## config.mk

```make
export PLATFORM = sky130hd
export DESIGN_NAME = ctrl_pipe_unit_flat
export DESIGN_NICKNAME = d
export VERILOG_FILES = /design/src/rtl/ctrl_pipe_if.sv /design/src/rtl/ctrl_pipe_unit.sv /design/src/flat_wrapper.sv
export SDC_FILE = /design/constraint.sdc
export NUM_CORES = 1
export LEC_CHECK = 0
export CAP_MARGIN = 20
export CORE_ASPECT_RATIO = 0.8
export CORE_MARGIN = 4
export CORE_UTILIZATION = 46
export DETAILED_ROUTE_END_ITERATION = 8
export GPL_TIMING_DRIVEN = 0
export PLACE_DENSITY = 0.79
export RECOVER_POWER = 100
export SLEW_MARGIN = 20
export SYNTH_ARGS = -nofsm -noshare
export SYNTH_HDL_FRONTEND = slang
export SYNTH_SLANG_ARGS = --single-unit
```

## constraint.sdc

```tcl
create_clock -name clk -period 4.6 [get_ports clk]
set_input_delay 1.38 -clock clk [delete_from_list [all_inputs] [get_ports clk]]
set_output_delay 1.38 -clock clk [all_outputs]
set_load 0.05 [all_outputs]
```

## src/rtl/ctrl_pipe_if.sv

```systemverilog
// Control-pipe bus: ID-stage decode inputs and hazard controls in, staged control word out.
interface ctrl_pipe_if #(
  parameter int CNT_W = 16
);
  logic             instr_valid_d;
  logic [6:0]       op_d;
  logic [2:0]       funct3_d;
  logic             funct7b5_d;
  logic             stall_e;
  logic             flush_e;
  logic [2:0]       imm_src_d;
  logic             illegal_d;
  logic             reg_write_e;
  logic             mem_write_e;
  logic             branch_e;
  logic             jump_e;
  logic             jalr_e;
  logic             alu_src_e;
  logic [2:0]       alu_ctrl_e;
  logic [1:0]       result_src_e;
  logic             reg_write_m;
  logic             mem_write_m;
  logic [1:0]       result_src_m;
  logic             reg_write_w;
  logic [1:0]       result_src_w;
  logic [CNT_W-1:0] illegal_cnt;

  modport master (
    output instr_valid_d, op_d, funct3_d, funct7b5_d, stall_e, flush_e,
    input  imm_src_d, illegal_d, reg_write_e, mem_write_e, branch_e, jump_e, jalr_e,
           alu_src_e, alu_ctrl_e, result_src_e, reg_write_m, mem_write_m, result_src_m,
           reg_write_w, result_src_w, illegal_cnt
  );

  modport slave (
    input  instr_valid_d, op_d, funct3_d, funct7b5_d, stall_e, flush_e,
    output imm_src_d, illegal_d, reg_write_e, mem_write_e, branch_e, jump_e, jalr_e,
           alu_src_e, alu_ctrl_e, result_src_e, reg_write_m, mem_write_m, result_src_m,
           reg_write_w, result_src_w, illegal_cnt
  );
endinterface

```

## src/rtl/ctrl_pipe_unit.sv

```systemverilog
// RV32I pipelined control unit: ID decode, ID/EX (stall/flush), EX/MEM, MEM/WB control
// registers and a saturating illegal-instruction counter.
module ctrl_pipe_unit #(
  parameter bit ENABLE_JUMPS = 1'b1,
  parameter bit ENABLE_UPPER = 1'b1,
  parameter int CNT_W        = 16
) (
  input logic         clk,
  input logic         rst_n,
  ctrl_pipe_if.slave  bus
);

  typedef struct packed {
    logic       reg_write;
    logic       mem_write;
    logic       branch;
    logic       jump;
    logic       jalr;
    logic       alu_src;
    logic [2:0] alu_ctrl;
    logic [1:0] result_src;
  } ctrl_t;

  localparam logic [6:0] OP_LW   = 7'b0000011;
  localparam logic [6:0] OP_SW   = 7'b0100011;
  localparam logic [6:0] OP_R    = 7'b0110011;
  localparam logic [6:0] OP_I    = 7'b0010011;
  localparam logic [6:0] OP_BEQ  = 7'b1100011;
  localparam logic [6:0] OP_JAL  = 7'b1101111;
  localparam logic [6:0] OP_JALR = 7'b1100111;
  localparam logic [6:0] OP_LUI  = 7'b0110111;

  // Returns {bad, alu_ctrl} for the shared R/I funct3 map.
  function automatic logic [3:0] alu_decode(input logic [2:0] f3, input logic sub);
    case (f3)
      3'b000:  alu_decode = {1'b0, sub ? 3'b001 : 3'b000};
      3'b010:  alu_decode = 4'b0101;
      3'b110:  alu_decode = 4'b0011;
      3'b111:  alu_decode = 4'b0010;
      default: alu_decode = 4'b1000;
    endcase
  endfunction

  function automatic logic [CNT_W-1:0] sat_inc(input logic [CNT_W-1:0] v);
    sat_inc = (&v) ? v : v + {{(CNT_W-1){1'b0}}, 1'b1};
  endfunction

  ctrl_t      w_dec;
  ctrl_t      w_word;
  logic [2:0] w_imm;
  logic       w_bad;
  logic [3:0] w_alu;

  always_comb begin
    w_dec = '0;
    w_imm = 3'b000;
    w_bad = 1'b0;
    w_alu = 4'b0000;
    if (bus.instr_valid_d) begin
      case (bus.op_d)
        OP_LW: begin
          w_bad = (bus.funct3_d != 3'b010);
          w_dec.reg_write = 1'b1; w_dec.alu_src = 1'b1; w_dec.result_src = 2'b01;
        end
        OP_SW: begin
          w_bad = (bus.funct3_d != 3'b010);
          w_dec.mem_write = 1'b1; w_dec.alu_src = 1'b1; w_imm = 3'b001;
        end
        OP_R: begin
          w_alu = alu_decode(bus.funct3_d, bus.funct7b5_d);
          w_bad = w_alu[3];
          w_dec.reg_write = 1'b1; w_dec.alu_ctrl = w_alu[2:0];
        end
        OP_I: begin
          // funct7b5 is immediate data for ADDI, so never select subtract here
          w_alu = alu_decode(bus.funct3_d, 1'b0);
          w_bad = w_alu[3];
          w_dec.reg_write = 1'b1; w_dec.alu_src = 1'b1; w_dec.alu_ctrl = w_alu[2:0];
        end
        OP_BEQ: begin
          w_bad = (bus.funct3_d != 3'b000);
          w_dec.branch = 1'b1; w_dec.alu_ctrl = 3'b001; w_imm = 3'b010;
        end
        OP_JAL: begin
          w_bad = !ENABLE_JUMPS;
          w_dec.reg_write = 1'b1; w_dec.jump = 1'b1; w_dec.result_src = 2'b10; w_imm = 3'b011;
        end
        OP_JALR: begin
          w_bad = !ENABLE_JUMPS || (bus.funct3_d != 3'b000);
          w_dec.reg_write = 1'b1; w_dec.jump = 1'b1; w_dec.jalr = 1'b1;
          w_dec.alu_src = 1'b1; w_dec.result_src = 2'b10;
        end
        OP_LUI: begin
          w_bad = !ENABLE_UPPER;
          w_dec.reg_write = 1'b1; w_dec.result_src = 2'b11; w_imm = 3'b100;
        end
        default: w_bad = 1'b1;
      endcase
    end
  end

  assign w_word        = w_bad ? '0 : w_dec;
  assign bus.imm_src_d = w_bad ? 3'b000 : w_imm;
  assign bus.illegal_d = w_bad;

  ctrl_t            r_ex_p1;
  logic [3:0]       r_mem_p2;
  logic [2:0]       r_wb_p3;
  logic [CNT_W-1:0] r_cnt;

  // ID/EX boundary: flush beats stall beats load
  always_ff @(posedge clk or negedge rst_n) begin
    if (!rst_n) begin
      r_ex_p1 <= '0;
      r_cnt   <= '0;
    end else begin
      if (bus.flush_e)       r_ex_p1 <= '0;
      else if (!bus.stall_e) r_ex_p1 <= w_word;
      if (w_bad && !bus.stall_e && !bus.flush_e) r_cnt <= sat_inc(r_cnt);
    end
  end

  // EX/MEM and MEM/WB boundaries advance every cycle
  always_ff @(posedge clk or negedge rst_n) begin
    if (!rst_n) begin
      r_mem_p2 <= '0;
      r_wb_p3  <= '0;
    end else begin
      r_mem_p2 <= {r_ex_p1.reg_write, r_ex_p1.mem_write, r_ex_p1.result_src};
      r_wb_p3  <= {r_mem_p2[3], r_mem_p2[1:0]};
    end
  end

  assign bus.reg_write_e  = r_ex_p1.reg_write;
  assign bus.mem_write_e  = r_ex_p1.mem_write;
  assign bus.branch_e     = r_ex_p1.branch;
  assign bus.jump_e       = r_ex_p1.jump;
  assign bus.jalr_e       = r_ex_p1.jalr;
  assign bus.alu_src_e    = r_ex_p1.alu_src;
  assign bus.alu_ctrl_e   = r_ex_p1.alu_ctrl;
  assign bus.result_src_e = r_ex_p1.result_src;
  assign bus.reg_write_m  = r_mem_p2[3];
  assign bus.mem_write_m  = r_mem_p2[2];
  assign bus.result_src_m = r_mem_p2[1:0];
  assign bus.reg_write_w  = r_wb_p3[2];
  assign bus.result_src_w = r_wb_p3[1:0];
  assign bus.illegal_cnt  = r_cnt;

endmodule

```

## src/flat_wrapper.sv

```systemverilog
// flat-port wrapper written by rule: the top's interface ports become plain ports
module ctrl_pipe_unit_flat 
#(
  parameter bit ENABLE_JUMPS = 1'b1,
  parameter bit ENABLE_UPPER = 1'b1,
  parameter int CNT_W        = 16
)
  (clk, rst_n, bus_instr_valid_d, bus_op_d, bus_funct3_d, bus_funct7b5_d, bus_stall_e, bus_flush_e, bus_imm_src_d, bus_illegal_d, bus_reg_write_e, bus_mem_write_e, bus_branch_e, bus_jump_e, bus_jalr_e, bus_alu_src_e, bus_alu_ctrl_e, bus_result_src_e, bus_reg_write_m, bus_mem_write_m, bus_result_src_m, bus_reg_write_w, bus_result_src_w, bus_illegal_cnt);
  ctrl_pipe_if #(.CNT_W(CNT_W)) bus_i ();
  input logic clk;
  input logic rst_n;
  input wire logic [$bits(bus_i.instr_valid_d)-1:0] bus_instr_valid_d;
  input wire logic [$bits(bus_i.op_d)-1:0] bus_op_d;
  input wire logic [$bits(bus_i.funct3_d)-1:0] bus_funct3_d;
  input wire logic [$bits(bus_i.funct7b5_d)-1:0] bus_funct7b5_d;
  input wire logic [$bits(bus_i.stall_e)-1:0] bus_stall_e;
  input wire logic [$bits(bus_i.flush_e)-1:0] bus_flush_e;
  output wire logic [$bits(bus_i.imm_src_d)-1:0] bus_imm_src_d;
  output wire logic [$bits(bus_i.illegal_d)-1:0] bus_illegal_d;
  output wire logic [$bits(bus_i.reg_write_e)-1:0] bus_reg_write_e;
  output wire logic [$bits(bus_i.mem_write_e)-1:0] bus_mem_write_e;
  output wire logic [$bits(bus_i.branch_e)-1:0] bus_branch_e;
  output wire logic [$bits(bus_i.jump_e)-1:0] bus_jump_e;
  output wire logic [$bits(bus_i.jalr_e)-1:0] bus_jalr_e;
  output wire logic [$bits(bus_i.alu_src_e)-1:0] bus_alu_src_e;
  output wire logic [$bits(bus_i.alu_ctrl_e)-1:0] bus_alu_ctrl_e;
  output wire logic [$bits(bus_i.result_src_e)-1:0] bus_result_src_e;
  output wire logic [$bits(bus_i.reg_write_m)-1:0] bus_reg_write_m;
  output wire logic [$bits(bus_i.mem_write_m)-1:0] bus_mem_write_m;
  output wire logic [$bits(bus_i.result_src_m)-1:0] bus_result_src_m;
  output wire logic [$bits(bus_i.reg_write_w)-1:0] bus_reg_write_w;
  output wire logic [$bits(bus_i.result_src_w)-1:0] bus_result_src_w;
  output wire logic [$bits(bus_i.illegal_cnt)-1:0] bus_illegal_cnt;
  assign bus_i.instr_valid_d = bus_instr_valid_d;
  assign bus_i.op_d = bus_op_d;
  assign bus_i.funct3_d = bus_funct3_d;
  assign bus_i.funct7b5_d = bus_funct7b5_d;
  assign bus_i.stall_e = bus_stall_e;
  assign bus_i.flush_e = bus_flush_e;
  assign bus_imm_src_d = bus_i.imm_src_d;
  assign bus_illegal_d = bus_i.illegal_d;
  assign bus_reg_write_e = bus_i.reg_write_e;
  assign bus_mem_write_e = bus_i.mem_write_e;
  assign bus_branch_e = bus_i.branch_e;
  assign bus_jump_e = bus_i.jump_e;
  assign bus_jalr_e = bus_i.jalr_e;
  assign bus_alu_src_e = bus_i.alu_src_e;
  assign bus_alu_ctrl_e = bus_i.alu_ctrl_e;
  assign bus_result_src_e = bus_i.result_src_e;
  assign bus_reg_write_m = bus_i.reg_write_m;
  assign bus_mem_write_m = bus_i.mem_write_m;
  assign bus_result_src_m = bus_i.result_src_m;
  assign bus_reg_write_w = bus_i.reg_write_w;
  assign bus_result_src_w = bus_i.result_src_w;
  assign bus_illegal_cnt = bus_i.illegal_cnt;
  ctrl_pipe_unit #(.ENABLE_JUMPS(ENABLE_JUMPS), .ENABLE_UPPER(ENABLE_UPPER), .CNT_W(CNT_W)) u_core (.clk(clk), .rst_n(rst_n), .bus(bus_i));
endmodule
```

---- After elaboration in Yosys (flattened, before gate mapping) ----
Cells that the tools add are included.
storage, ports and cells
  output and inout port bits .............. 38
  input port bits ......................... 16
  register bits after elaboration ......... 34
operators by class
  reductions and logical operators ........ 14
  $add $sub $neg .......................... 1
  muxes and demuxes ....................... 20
  bitwise gates (word level) .............. 1
  equal/unequal tests ..................... 13
operators by type and width
  kind                                                    number
  two-way mux 11 bit                                      4
  one-hot mux 4 bit (4 select lines)                      2
  equality test 7 x 6 -> 1 bit (second input constant)    3
  equality test 7 bit (second input constant)             3
  adder 16 x 1 -> 16 bit (second input constant)          1
  AND reduction 16 bit                                    1
  one-hot mux 3 bit (4 select lines)                      1
  one-hot mux 3 bit (3 select lines)                      1
  two-way mux 1 bit                                       8
  OR reduction 2 bit                                      4
  equality test 7 x 2 -> 1 bit (second input constant)    1
  equality test 7 x 5 -> 1 bit (second input constant)    1
  equality test 3 bit (second input constant)             2
  two-way mux 3 bit                                       2
  one-hot mux 2 bit (3 select lines)                      1
  OR reduction 6 bit                                      1
  one-hot mux 1 bit (5 select lines)                      1
  OR reduction 4 bit                                      1
  equality test 3 x 2 -> 1 bit (second input constant)    1
  logical NOT 3 bit                                       1
  inequality test 3 x 2 -> 1 bit (second input constant)  1
  nonzero test 3 bit                                      1
  logical AND 1 bit                                       2
  logical NOT 1 bit                                       2
  other kinds (3)                                         3

---- Depth between registers and ports, before layout ----
  depth in word-level cells ............... 7
  mapped depth ............................ 8

---- Worst setup path after synthesis ----
OpenSTA, ideal clock, no wires.
  kind .................................... input to output
  start ................................... in bus_funct3_d[0]
  end ..................................... out bus_imm_src_d[0]
  required time ........................... 3.220 ns
  arrival time ............................ 3.000 ns
  stages .................................. 6
  setup slack ............................. 0.220 ns
  cell sequence ........................... or3_4 > a2111oi_4 > nor3_2 > buf_2 > nand2_1 > and3_1
on the way
  word-level cells in the longest chain between the ends .. 5
ends and longest elaborated chain
  element                                      line                   text
  start: declaration                           flat_wrapper.sv:14     input wire logic [$bits(bus_i.funct3_d)-1:0] bus_funct3_d;
  equality test 3 bit (tied with other cells)  ctrl_pipe_unit.sv:35   case (f3)
  one-hot mux 4 bit (4 select lines)           ctrl_pipe_unit.sv:35
  one-hot mux 1 bit (5 select lines) (*)       ctrl_pipe_unit.sv:60   case (bus.op_d)
  two-way mux 1 bit (*)                        ctrl_pipe_unit.sv:59   if (bus.instr_valid_d) begin
  two-way mux 3 bit (*)                        ctrl_pipe_unit.sv:103  assign bus.imm_src_d = w_bad ? 3'b000 : w_imm;
  end: declaration                             flat_wrapper.sv:18     output wire logic [$bits(bus_i.imm_src_d)-1:0] bus_imm_src_d;
Every way passes the cells marked *; elsewhere a longest branch is shown, timed or not.

---- Worst setup path after layout ----
  start ................................... in bus_op_d[2]
  end ..................................... out bus_illegal_d
on the way
  word-level cells in the longest chain between the ends .. 4
ends and longest elaborated chain
  element                                               line                  text
  start: declaration                                    flat_wrapper.sv:13    input wire logic [$bits(bus_i.op_d)-1:0] bus_op_d;
  equality test 7 x 6 -> 1 bit (tied with other cells)  ctrl_pipe_unit.sv:60
  OR reduction 2 bit (no source line)                   --
  one-hot mux 1 bit (5 select lines) (*)                ctrl_pipe_unit.sv:60
  two-way mux 1 bit (*)                                 ctrl_pipe_unit.sv:59
  end: declaration                                      flat_wrapper.sv:19    output wire logic [$bits(bus_i.illegal_d)-1:0] bus_illegal_d;
Marks and branches as above.

==> run summary <==
The flow ran to the end, but the final reports show violations. The final reports fail on capacitance limit, slew limit. In the layout the commonest cells are sky130_fd_sc_hd__dlygate4sd3_1, sky130_fd_sc_hd__dfrtp_1, sky130_fd_sc_hd__xnor2_1. The worst slew margin relative to its limit is -0.176. The maximum frequency from static timing analysis is around 220 MHz. The area of the die is 4790 sq um. The die is approximately 63 um tall.

The number of buffers inserted during clock tree synthesis is 5. The launching point of the worst reg2reg path is u_core.bus.illegal_cnt[0]. The initial antenna violation count came to 0.

The maximum number of buffers from clock root to sink is 2. The total area of multi-input combinational cells is between 800 and 900 sq um. The number of synthesized flops with an enable pin is 0.

Data arrives at the worst endpoint at roughly 3.1 ns. The post-route standard cell area excluding fillers came out at ~2500 sq um. Entering global routing, the biggest net connects 35 pins. 0 antenna diodes ended up in the layout. The tree is rooted in a sky130_fd_sc_hd__clkbuf_8.

The number of different library cells in the post-synthesis netlist came out at 37. After layout, the minimum clock period comes to approximately 4.5 ns. The post-synthesis net count came out at approximately 180. The core region is between 3000 and 4000 sq um. The design internal power came out at between 500 and 600 uW. The wire length on met1 is approximately 2.0 mm.

In this design, the critical path's most frequently occurring cell is sky130_fd_sc_hd__buf_4. At the end of the flow, the number of nets in the layout was 235. After clock tree synthesis, the clock-pin slew on the worst setup and hold paths is 0.06 ns. The area occupied by registers came out at around 850 sq um. The slew of the pin with the lowest slew margin is 1.76 ns. The part of the power in combinational logic is 0.245. From left edge to right edge, the die measures 76.4 um. The weighted congestion reported at the end of routability-driven placement is 0.870. The critical path is of the in -> out type.

The cell area power density came out at approximately 330 nW/um^2. The final count of hold timing violations came to 0. The starting DRC count in detailed routing came out at roughly 110. The post-synthesis sequential area ratio is 0.494. The maximum cell stage delay along the critical path is between 0.4 and 0.5 ns.

The depth of the critical timing path with buffers and inverters included is 7. The wire length of the first global-routing pass is ~7.3 mm. The endpoint required time on the critical path is ~3.2 ns. During I/O placement, the number of pins put on the boundary was 54. The first-pass iteration count of the detailed router is 5.

The net switching power figure came out at 257 uW. The complex-gate fraction of the synthesized area is 0.134. The maximum vdd ir drop came out at 0.247 mV.

The routed design has ~4.3 mm of wire. Signal routing reaches up to met4. The area after detailed placement is 2280 sq um. The growth of design area from synthesis to finish is 43.7%.

The count of cells in the finished layout, fillers not included, comes to approximately 260. The starting density of the core came out at 0.489. STA classifies the critical path startpoint as an input port. The number of fill cells came out at about 280. The total count of max-transition violations in the final report is 35.

Of the total synthesized cell area, the portion taken by full adders, half adders and majority gates is 0.00727. The number of I/O port buffers is about 50. After synthesis, the largest family of logic cells by area is simple AND/OR/NAND/NOR gates. The number of global-route vias before repair came out at 1,520. The switching fraction of total power came out at 0.319.

The worst hold path begins at u_core.r_mem_p2[3]. The post-synthesis instance total came out at about 160. Of the total power, the clock network draws 0.326. The critical path starts at bus_op_d[2]. The TritonCTS clock tree is yes. The setup slack after layout came out at 0.0950 ns.

For this run, the number of Yosys warnings is 0. The path type of the worst min-delay path is reg -> reg. The portion of the clock cycle consumed by the worst path in the final layout came out at 0.979. The sum of overflow across all layers after global routing came out at 0. The deepest level of the CTS H-tree is 2. Among cell families on the critical path, the largest total delay comes from buffers and inverters. The clock tree skew after final layout is between 0.008 and 0.009 ns.

The proportion of register bits with asynchronous set or reset after synthesis came out at 1.00. For this design, the slowest cell found on the critical path is sky130_fd_sc_hd__clkdlybuf4s50_1. The average cell area after synthesis is ~11 sq um. Counting both buffers and inverters, the worst setup path holds a total of 4. The biggest fanout along the worst timing path is 10. The number of rows created at floorplan is 19.

The placed instance count came out at around 250. The simple-gate share of the synthesized area is 0.246. The average wire per standard cell came out at roughly 17 um. The reported max-cap violation count is 1. STA classifies the critical path endpoint as a primary output. The average via count per standard cell is about 5.7. The sum of met2 wire segment lengths after detailed routing came out at 2.06 mm. The cell area after synthesis came out at between 1500 and 2000 sq um.

The placement-stage worst setup slack came out at -1.04 ns. The number of setup violations in the final report came out at 0. Traced cell by cell, the critical path runs through clkdlybuf4s50_1, clkbuf_4, nor3_4, a21bo_4, buf_4, and3_1, buf_4.

The worst reg-to-reg path cell count came out at 6. The analysis attributes to cell leakage a power of 0.00121 uW. The mux share of post-synthesis cell area is 0.00654. In this run, synthesis produced a sequential element count of 34. The count of nets left with antenna violations once routing finished came out at 0.

The share of layout cells above drive strength 1 is 0.137. The number of remaining DRC errors is 0. Clock latency on the worst-skew pair, taken at its later pin, is approximately 0.28 ns. The number of stages on the worst hold path came out at 0.

The overall global routing resource usage is 0.188. The share of the synthesized netlist area taken by xor and xnor gates is 0.0814. The estimated wirelength of the detail-placed design is about 3.1 mm. The part of the power in registers came out at 0.428. Clock tree synthesis found a total of 34 sinks.

In the synthesized netlist the dominant register cell turns out to be sky130_fd_sc_hd__dfrtp_1. The vias after detailed routing came out at 1,485. The total met3 wirelength after detailed routing is roughly 270 um.
[registers in the layout, summed over array words and instances, names as in the netlist]
| register | flops |
|---|---|
| u_core.bus.illegal_cnt | 16 |
| u_core.r_mem_p2 | 4 |
| u_core.bus.alu_ctrl_e | 3 |
| u_core.r_wb_p3 | 3 |
| u_core.bus.result_src_e | 2 |
| u_core.bus.alu_src_e | 1 |
| u_core.bus.branch_e | 1 |
| u_core.bus.jalr_e | 1 |
| u_core.bus.jump_e | 1 |
| u_core.bus.mem_write_e | 1 |
| u_core.bus.reg_write_e | 1 |
[metrics by stage]
stage                      util  hold WS (ns)  power [uW]  setup TNS (ns)
after floorplan               -         0.672         472               0
after global placement    0.649         0.358         547           -3.21
after detailed placement  0.648         0.359         553           -3.48
after CTS                 0.696         0.374         819               0
after global routing      0.703         0.379         843        -0.00708
final                     0.703         0.365         805               0
[metal layers]
layer | global-route usage | up-vias
met3 | 0.0533 | 6
met1 | 0.240 | 717
met2 | 0.308 | 49
li1 | - | 713
met4 | 0.0633 | 0
met5 | 0 | -
[power by group through the flow]
stage / combinational, uW / sequential (uW) / clock, uW
6_report: 197 / 345 / 262
5_1_grt: 209 / 350 / 284
4_1_cts: 205 / 346 / 268
3_5_place_dp: 201 / 351 / 0
3_3_place_gp: 197 / 350 / 0
2_1_floorplan: 51.8 / 420 / 0
[what timing repair did]
item | 4_1_cts | 5_1_grt
setup buffers | 3 | 0
cloned | 0 | 0
gates resized for setup | 33 | 8
endpoints found under the setup margin | 4 | 4
hold buffers | 0 | 0
pin swaps | 4 | 5
[cell type report]
cell class | instances | share of cell area
Buffer | 6 | 0.0137
Clock buffer | 7 | 0.0308
Clock inverter | 1 | 0.0121
Inverter | 4 | 0.00607
Multi-Input combinational cell | 113 | 0.353
Sequential cell | 34 | 0.344
Tap cell | 42 | 0.0212
Timing Repair Buffer | 54 | 0.219
[synth_stat cells (2+ instances only)]
cell                       count  area (sq um)
sky130_fd_sc_hd__nand2_1       8          30.0
sky130_fd_sc_hd__dfrtp_1      34           851
sky130_fd_sc_hd__nor2_1        8          30.0
sky130_fd_sc_hd__clkbuf_1      2          7.51
sky130_fd_sc_hd__a21o_1        2          15.0
sky130_fd_sc_hd__nor3_1        5          25.0
sky130_fd_sc_hd__o21ai_0       2          10.0
sky130_fd_sc_hd__a31oi_1       2          12.5
sky130_fd_sc_hd__nor4_1        4          25.0
sky130_fd_sc_hd__nand4_1      12          75.1
sky130_fd_sc_hd__inv_1         4          15.0
sky130_fd_sc_hd__and3_1       15          93.8
sky130_fd_sc_hd__nand4b_1      2          17.5
sky130_fd_sc_hd__and2_1        3          18.8
sky130_fd_sc_hd__nor3_2        2          20.0
sky130_fd_sc_hd__a32o_1        3          30.0
sky130_fd_sc_hd__buf_2         6          30.0
sky130_fd_sc_hd__nor2b_1       2          12.5
sky130_fd_sc_hd__xnor2_1      15           131
sky130_fd_sc_hd__a22o_1        8          70.1
sky130_fd_sc_hd__nand3_1       4          20.0
[worst paths after layout]
check | endpoint | slack (ns)
setup / recovery | bus_illegal_d | 0.1
hold / removal | u_core.r_wb_p3[2] | 0.37
setup reg to reg | u_core.bus.illegal_cnt[1] | 2.46
hold reg to reg | u_core.r_wb_p3[2] | 0.37
max in group asynchronous | u_core.bus.alu_src_e | 2.01
min in group asynchronous | u_core.r_wb_p3[2] | 1.57
[cells by family (layout without fill, tap and decap cells)]
family,Yosys count,in the layout
AO/OA/AOI/OAI,24,24
XOR/XNOR,16,16
adder cells (fa/ha/maj),1,1
buffers and inverters,12,72
flip-flops,34,34
multiplexers,1,1
AND/OR/NAND/NOR,71,71
Note: power is estimated with default switching activity, not from simulation.
